==> config.mk <==
export PLATFORM = sky130hd
export DESIGN_NAME = lcd_frame_sched
export DESIGN_NICKNAME = d
export VERILOG_FILES = /design/src/rtl/lcd_frame_sched.sv
export SDC_FILE = /design/constraint.sdc
export NUM_CORES = 1
export LEC_CHECK = 0
export CORE_ASPECT_RATIO = 1.2
export CORE_MARGIN = 1
export CORE_UTILIZATION = 40
export CTS_CLUSTER_DIAMETER = 200
export DETAILED_ROUTE_END_ITERATION = 10
export PLACE_DENSITY_LB_ADDON = 0.1
export SYNTH_ARGS = -nofsm -noshare
export SYNTH_HDL_FRONTEND = slang
export SYNTH_SLANG_ARGS = --single-unit
==> constraint.sdc <==
create_clock -name HCLK -period 8.5 [get_ports HCLK]
set_clock_uncertainty 0.15 [all_clocks]
set_input_delay 0.85 -clock HCLK [delete_from_list [all_inputs] [get_ports HCLK]]
set_output_delay 0.85 -clock HCLK [all_outputs]
set_load 0.05 [all_outputs]
==> src/rtl/lcd_frame_sched.sv <==
// Frame/line scheduler for the LCD pixel path: sequences start-up, vsync, hsync and active
// data phases, pulls pixel pairs over valid/ready and emits registered, position-tagged pairs.
module lcd_frame_sched #(
  parameter int unsigned W_SIZE    = 12,
  parameter int unsigned W_DELAY   = 12,
  parameter int unsigned IMG_PIX_W = 8,
  parameter int unsigned W_FCNT    = 16
) (
  input  logic                     HCLK,
  input  logic                     HRESETn,
  input  logic [W_SIZE-1:0]        cfg_width,
  input  logic [W_SIZE-1:0]        cfg_height,
  input  logic [W_DELAY-1:0]       cfg_startup_dly,
  input  logic [W_DELAY-1:0]       cfg_vsync_dly,
  input  logic [W_DELAY-1:0]       cfg_hsync_dly,
  input  logic [W_DELAY-1:0]       cfg_frame_gap,
  input  logic                     cfg_continuous,
  input  logic                     start,
  input  logic                     stop,
  input  logic                     pix_valid,
  input  logic [6*IMG_PIX_W-1:0]   pix_data,
  output logic                     pix_ready,
  output logic                     out_valid,
  output logic [6*IMG_PIX_W-1:0]   out_data,
  output logic [W_SIZE-1:0]        out_row,
  output logic [W_SIZE-1:0]        out_col,
  output logic                     out_vsync,
  output logic                     out_hsync,
  output logic                     busy,
  output logic                     frame_done,
  output logic [W_FCNT-1:0]        frame_cnt,
  output logic                     underflow
);

  localparam int unsigned W_PIX = 6 * IMG_PIX_W;

  typedef enum logic [2:0] {
    S_IDLE    = 3'd0,
    S_STARTUP = 3'd1,
    S_VSYNC   = 3'd2,
    S_HSYNC   = 3'd3,
    S_DATA    = 3'd4,
    S_GAP     = 3'd5
  } state_t;

  state_t              r_state;
  state_t              w_state_nxt;

  logic [W_DELAY-1:0]  r_cnt;
  logic [W_SIZE-1:0]   r_row;
  logic [W_SIZE-1:0]   r_col;
  logic                r_stop_pend;

  logic [W_SIZE-1:0]   r_width;
  logic [W_SIZE-1:0]   r_height;
  logic [W_DELAY-1:0]  r_startup_dly;
  logic [W_DELAY-1:0]  r_vsync_dly;
  logic [W_DELAY-1:0]  r_hsync_dly;
  logic [W_DELAY-1:0]  r_frame_gap;
  logic                r_continuous;

  logic                r_out_valid;
  logic [W_PIX-1:0]    r_out_data;
  logic [W_SIZE-1:0]   r_out_row;
  logic [W_SIZE-1:0]   r_out_col;
  logic                r_vsync;
  logic                r_hsync;
  logic                r_busy;
  logic                r_frame_done;
  logic [W_FCNT-1:0]   r_frame_cnt;
  logic                r_underflow;

  logic [W_SIZE-1:0]   w_cfg_width;
  logic                w_start_ok;
  logic                w_hs;
  logic                w_eol;
  logic                w_last_row;
  logic                w_eof;
  logic                w_cont_next;

  // Odd widths are rounded down to whole pixel pairs
  assign w_cfg_width = cfg_width & ~W_SIZE'(1);
  assign w_start_ok  = (r_state == S_IDLE) && start && !stop &&
                       (w_cfg_width >= W_SIZE'(2)) && (cfg_height != '0);

  assign pix_ready   = (r_state == S_DATA);
  assign w_hs        = pix_valid && pix_ready;
  assign w_eol       = w_hs && (r_col == (r_width - W_SIZE'(2)));
  assign w_last_row  = (r_row == (r_height - W_SIZE'(1)));
  assign w_eof       = w_eol && w_last_row;
  assign w_cont_next = r_continuous && !r_stop_pend && !stop;

  always_ff @(posedge HCLK or negedge HRESETn) begin
    if (!HRESETn) r_state <= S_IDLE;
    else          r_state <= w_state_nxt;
  end

  always_comb begin
    w_state_nxt = r_state;
    case (r_state)
      S_IDLE:    if (w_start_ok) w_state_nxt = S_STARTUP;
      S_STARTUP: if (r_cnt == r_startup_dly) w_state_nxt = S_VSYNC;
      S_VSYNC:   if (r_cnt == r_vsync_dly) w_state_nxt = S_HSYNC;
      S_HSYNC:   if (r_cnt == r_hsync_dly) w_state_nxt = S_DATA;
      S_DATA: begin
        if (w_eof)      w_state_nxt = w_cont_next ? S_GAP : S_IDLE;
        else if (w_eol) w_state_nxt = S_HSYNC;
      end
      S_GAP:     if (r_cnt == r_frame_gap) w_state_nxt = S_VSYNC;
      default:   w_state_nxt = S_IDLE;
    endcase
  end

  // Phase counter restarts on every state entry; idle and data phases do not time anything
  always_ff @(posedge HCLK or negedge HRESETn) begin
    if (!HRESETn) begin
      r_cnt <= '0;
    end else if ((w_state_nxt != r_state) || (r_state == S_IDLE) || (r_state == S_DATA)) begin
      r_cnt <= '0;
    end else begin
      r_cnt <= r_cnt + W_DELAY'(1);
    end
  end

  always_ff @(posedge HCLK or negedge HRESETn) begin
    if (!HRESETn) begin
      r_width       <= '0;
      r_height      <= '0;
      r_startup_dly <= '0;
      r_vsync_dly   <= '0;
      r_hsync_dly   <= '0;
      r_frame_gap   <= '0;
      r_continuous  <= 1'b0;
    end else if (w_start_ok) begin
      r_width       <= w_cfg_width;
      r_height      <= cfg_height;
      r_startup_dly <= cfg_startup_dly;
      r_vsync_dly   <= cfg_vsync_dly;
      r_hsync_dly   <= cfg_hsync_dly;
      r_frame_gap   <= cfg_frame_gap;
      r_continuous  <= cfg_continuous;
    end
  end

  always_ff @(posedge HCLK or negedge HRESETn) begin
    if (!HRESETn) begin
      r_row <= '0;
      r_col <= '0;
    end else if (w_start_ok) begin
      r_row <= '0;
      r_col <= '0;
    end else if (w_hs) begin
      if (w_eol) begin
        r_col <= '0;
        r_row <= w_last_row ? '0 : r_row + W_SIZE'(1);
      end else begin
        r_col <= r_col + W_SIZE'(2);
      end
    end
  end

  // A stop seen while busy lets the current frame finish, then parks in idle
  always_ff @(posedge HCLK or negedge HRESETn) begin
    if (!HRESETn) begin
      r_stop_pend <= 1'b0;
    end else if ((r_state == S_IDLE) || w_eof) begin
      r_stop_pend <= 1'b0;
    end else if (stop) begin
      r_stop_pend <= 1'b1;
    end
  end

  always_ff @(posedge HCLK or negedge HRESETn) begin
    if (!HRESETn) begin
      r_out_valid <= 1'b0;
      r_out_data  <= '0;
      r_out_row   <= '0;
      r_out_col   <= '0;
    end else begin
      r_out_valid <= w_hs;
      if (w_hs) begin
        r_out_data <= pix_data;
        r_out_row  <= r_row;
        r_out_col  <= r_col;
      end
    end
  end

  always_ff @(posedge HCLK or negedge HRESETn) begin
    if (!HRESETn) begin
      r_vsync      <= 1'b0;
      r_hsync      <= 1'b0;
      r_busy       <= 1'b0;
      r_frame_done <= 1'b0;
      r_frame_cnt  <= '0;
      r_underflow  <= 1'b0;
    end else begin
      r_vsync      <= (w_state_nxt == S_VSYNC);
      r_hsync      <= (w_state_nxt == S_HSYNC);
      r_busy       <= (w_state_nxt != S_IDLE);
      r_frame_done <= w_eof;
      if (w_eof) r_frame_cnt <= r_frame_cnt + W_FCNT'(1);
      if (w_start_ok)
        r_underflow <= 1'b0;
      else if ((r_state == S_DATA) && !pix_valid)
        r_underflow <= 1'b1;
    end
  end

  assign out_valid  = r_out_valid;
  assign out_data   = r_out_data;
  assign out_row    = r_out_row;
  assign out_col    = r_out_col;
  assign out_vsync  = r_vsync;
  assign out_hsync  = r_hsync;
  assign busy       = r_busy;
  assign frame_done = r_frame_done;
  assign frame_cnt  = r_frame_cnt;
  assign underflow  = r_underflow;

endmodule
==> reports/results.tsv <==
metric	value	unit
via count	7935	
Worst Path Buf+Inv	2	
pwr/cell area	264	nW/µm²
final WL	24300	µm
row count	62	
outcome	complete, no violations	
drt wl/cell	14.8	µm
core area	24100	µm²
Peak VDD IR	0.169	mV
crit-path most repeated cell	nor4_1	
Post-synth ARST share	100	%
Root Driver	clkbuf_16	
slowest CP cell	a211o_1	
register area	5100	µm²
# diodes	0	
dpl hpwl	16800	µm
die width	146	µm
Max Cap Viol	0	
HP Class	in -> async	
area of the multi-input gates	4430	µm²
DR iter-0 viols	357	
Cell Area, Placed	12200	µm²
Syn Inst Count	1125	
remaining antenna violation count	0	
most frequent cells in the layout	nand2_1 (450), clkdlybuf4s50_1 (217), dfrtp_1 (204)	
final worst path period share	46.1	%
routability congestion estimate	0.809	
CP cell instances	clkdlybuf4s50_1, or3b_4, buf_4, nor4_1, nand4_1, a211o_1, nand2b_4, nor4_1, xor2_1	
Final Max Tran Viols	0	
Post-CTS Setup Bufs	0	
Synth Area in Adders	0.759	%
Total GRT Usage	19.7	%
TritonCTS clock tree	done	
final worst path period need	3.92	ns
CP Max Fanout	87	
Final Hold Viols	0	
unrepaired setup endpoints after global routing	no	
startpoint types	input port	
Layout Nets	1439	
Initial Utilization	41.0	%
Crit path arrival time	4.19	ns
synthesized area	9890	µm²
CTS Sinks	204	
Worst EP required	8.77	ns
post-synthesis cell type count	64	
CTS max path bufs	3	
global route total overflow	0	
most common cell after layout, fill and taps aside	nand2_1	
setup_tns	0	ns
drc violations	0	
Simple-Gate Fraction of Synth Area	29.3	%
area growth from synthesis to layout	31.8	%
H-tree depth	1	
complex-gate fraction of the synthesized area	5.04	%
delay of the slowest cell on the worst path	0.58	ns
# fillers	2259	
post-CTS sizing	0	
layout cell share with drive strength beyond 1	4.92	%
worst slew pin tran	0.952	ns
crit path capture type	flip-flop	
Slew headroom	36.6	%
initial antenna violation count	0	
design area	13000	µm²
routed vias/inst	4.83	
Pre-antenna DRT Iters	4	
latest clock arrival within the worst-skew pair	0.50	ns
first-pass GRT wire length	41000	µm
Die Height	174	µm
CTS Buf Count	23	
largest family of logic cells by synthesized area	simple AND/OR/NAND/NOR gates	
clock slew at reported path FFs	0.06	ns
sequential share of the synthesized area	51.6	%
I/O pin cnt	221	
Synth Warn #	0	
Synth Area in XOR/XNOR	9.20	%
Post-Synthesis Net Count	1257	
Total Die Area	25400	µm²
hold_buf cts	0	
syn_area_per_cell	8.79	µm²
vias in the first global route	7960	
# port buffers	218	
post-synthesis mux area share	0.316	%
pin count of the biggest net entering global routing	91	
Leak Pwr	0.00607	µW
final setup violation count	0	
max frequency	0.255	GHz
CP top delay family	simple AND/OR/NAND/NOR gates	
#FFs+latches synth	204	
Synth Flop Type	dfrtp_1	
critical path class	in -> reg	
Post-synth EDFFs	0	
==> per-stage QoR <==
stage	setup slack, ns	total power, µW	hold WS (ns)	util [%]	instances
4_1_cts	4.53	3490	0.233	54.0	1642
3_5_place_dp	4.02	2440	0.311	50.8	1602
5_1_grt	4.33	3660	0.256	54.0	1642
6_report	4.58	3440	0.198	54.0	1642
2_1_floorplan	5.53	2130	0.315	-	1125
3_3_place_gp	4.05	2420	0.307	50.8	1602
==> synthesized netlist by cell type (2+ instances only) <==
| cell | number | area (µm²) |
|---|---|---|
| a211o_1 | 3 | 26.3 |
| a211oi_1 | 2 | 15.0 |
| a21o_1 | 2 | 15.0 |
| a21oi_1 | 16 | 80.1 |
| a221o_1 | 2 | 20.0 |
| a2bb2oi_1 | 2 | 17.5 |
| a31oi_1 | 8 | 50.1 |
| and2_1 | 3 | 18.8 |
| and3_1 | 9 | 56.3 |
| and3b_1 | 2 | 17.5 |
| buf_1 | 4 | 15.0 |
| buf_2 | 2 | 10.0 |
| buf_4 | 3 | 22.5 |
| buf_6 | 3 | 33.8 |
| clkbuf_1 | 55 | 206 |
| dfrtp_1 | 204 | 5100 |
| ha_1 | 6 | 75.1 |
| inv_1 | 21 | 78.8 |
| mux2i_1 | 2 | 20.0 |
| nand2_1 | 450 | 1690 |
| nand2b_1 | 7 | 43.8 |
| nand3_1 | 30 | 150 |
| nand4_1 | 16 | 100 |
| nand4b_1 | 3 | 26.3 |
| nor2_1 | 38 | 143 |
| nor2b_1 | 8 | 50.1 |
| nor3_1 | 18 | 90.1 |
| nor3_2 | 5 | 50.1 |
| nor3b_1 | 3 | 22.5 |
| nor4_1 | 20 | 125 |
| nor4_2 | 2 | 25.0 |
| nor4_4 | 3 | 63.8 |
| nor4b_1 | 2 | 17.5 |
| o2111ai_1 | 2 | 17.5 |
| o21a_1 | 3 | 22.5 |
| o21ai_0 | 22 | 110 |
| o31ai_1 | 4 | 30.0 |
| or3_1 | 9 | 56.3 |
| or3b_1 | 2 | 17.5 |
| or4_1 | 5 | 37.5 |
| xnor2_1 | 73 | 639 |
| xor2_1 | 29 | 254 |
==> power by group <==
group | internal [µW] | switching [µW]
clock network | 639 | 387
registers | 1190 | 237
logic | 446 | 550
total | 2270 | 1170
==> sequential cells by signal (all words and copies together), names as in the netlist, 3 cells and up <==
signal,count
r_state,3
r_frame_gap,12
r_cnt,12
out_col,11
r_hsync_dly,12
r_row,12
r_col,11
r_height,12
r_startup_dly,12
out_row,12
out_data,48
r_vsync_dly,12
frame_cnt,16
r_width,11
==> logic make-up (layout without fill, tap and decap cells) <==
logic type / after synthesis / in the layout
adders and majority gates: 6 / 6
and+or+nand+nor: 645 / 645
buffers and inverters: 88 / 285
DFF: 204 / 204
xor gates and xnor gates: 103 / 103
other: 1 / 1
AOI/OAI and AO/OA: 75 / 75
muxes: 3 / 3
==> layout make-up <==
| cell class | count | share of cell area, % |
|---|---|---|
| clock buffer | 35 | 5.22 |
| clock inverter | 5 | 0.768 |
| inverter | 21 | 0.605 |
| multi-input combinational | 833 | 34.0 |
| sequential | 204 | 39.2 |
| tap | 320 | 3.07 |
| timing repair buffer | 224 | 17.1 |
==> worst register-to-register path: stages, from the launching register on <==
cell      delay, ns
dfrtp_1        0.43
nand2b_1       0.25
or3b_4         0.42
buf_4          0.39
nor4_1         0.47
nand4_1        0.16
a211o_1        0.58
nand2b_4       0.35
nor4_1         0.36
xor2_1         0.17
==> per-layer routing <==
metal	share of wire, %	track usage (%)
met3	4.9	3.23
met4	1.8	4.96
met1	45	25.7
met5	0	0
met2	48	34.1
==> final timing paths <==
check	start	end	slack (ns)	depth (start not counted)
max in group asynchronous	HRESETn	r_col[9]	6.57	2
setup / recovery	pix_valid	frame_cnt[7]	4.58	9
hold / removal	HRESETn	out_data[39]	0.20	1
setup reg to reg	r_state[1]	frame_cnt[7]	4.69	9
min in group HCLK	out_data[35]	out_data[35]	0.32	2
hold reg to reg	out_data[35]	out_data[35]	0.32	2
Note: power is estimated with default switching activity, not from simulation.
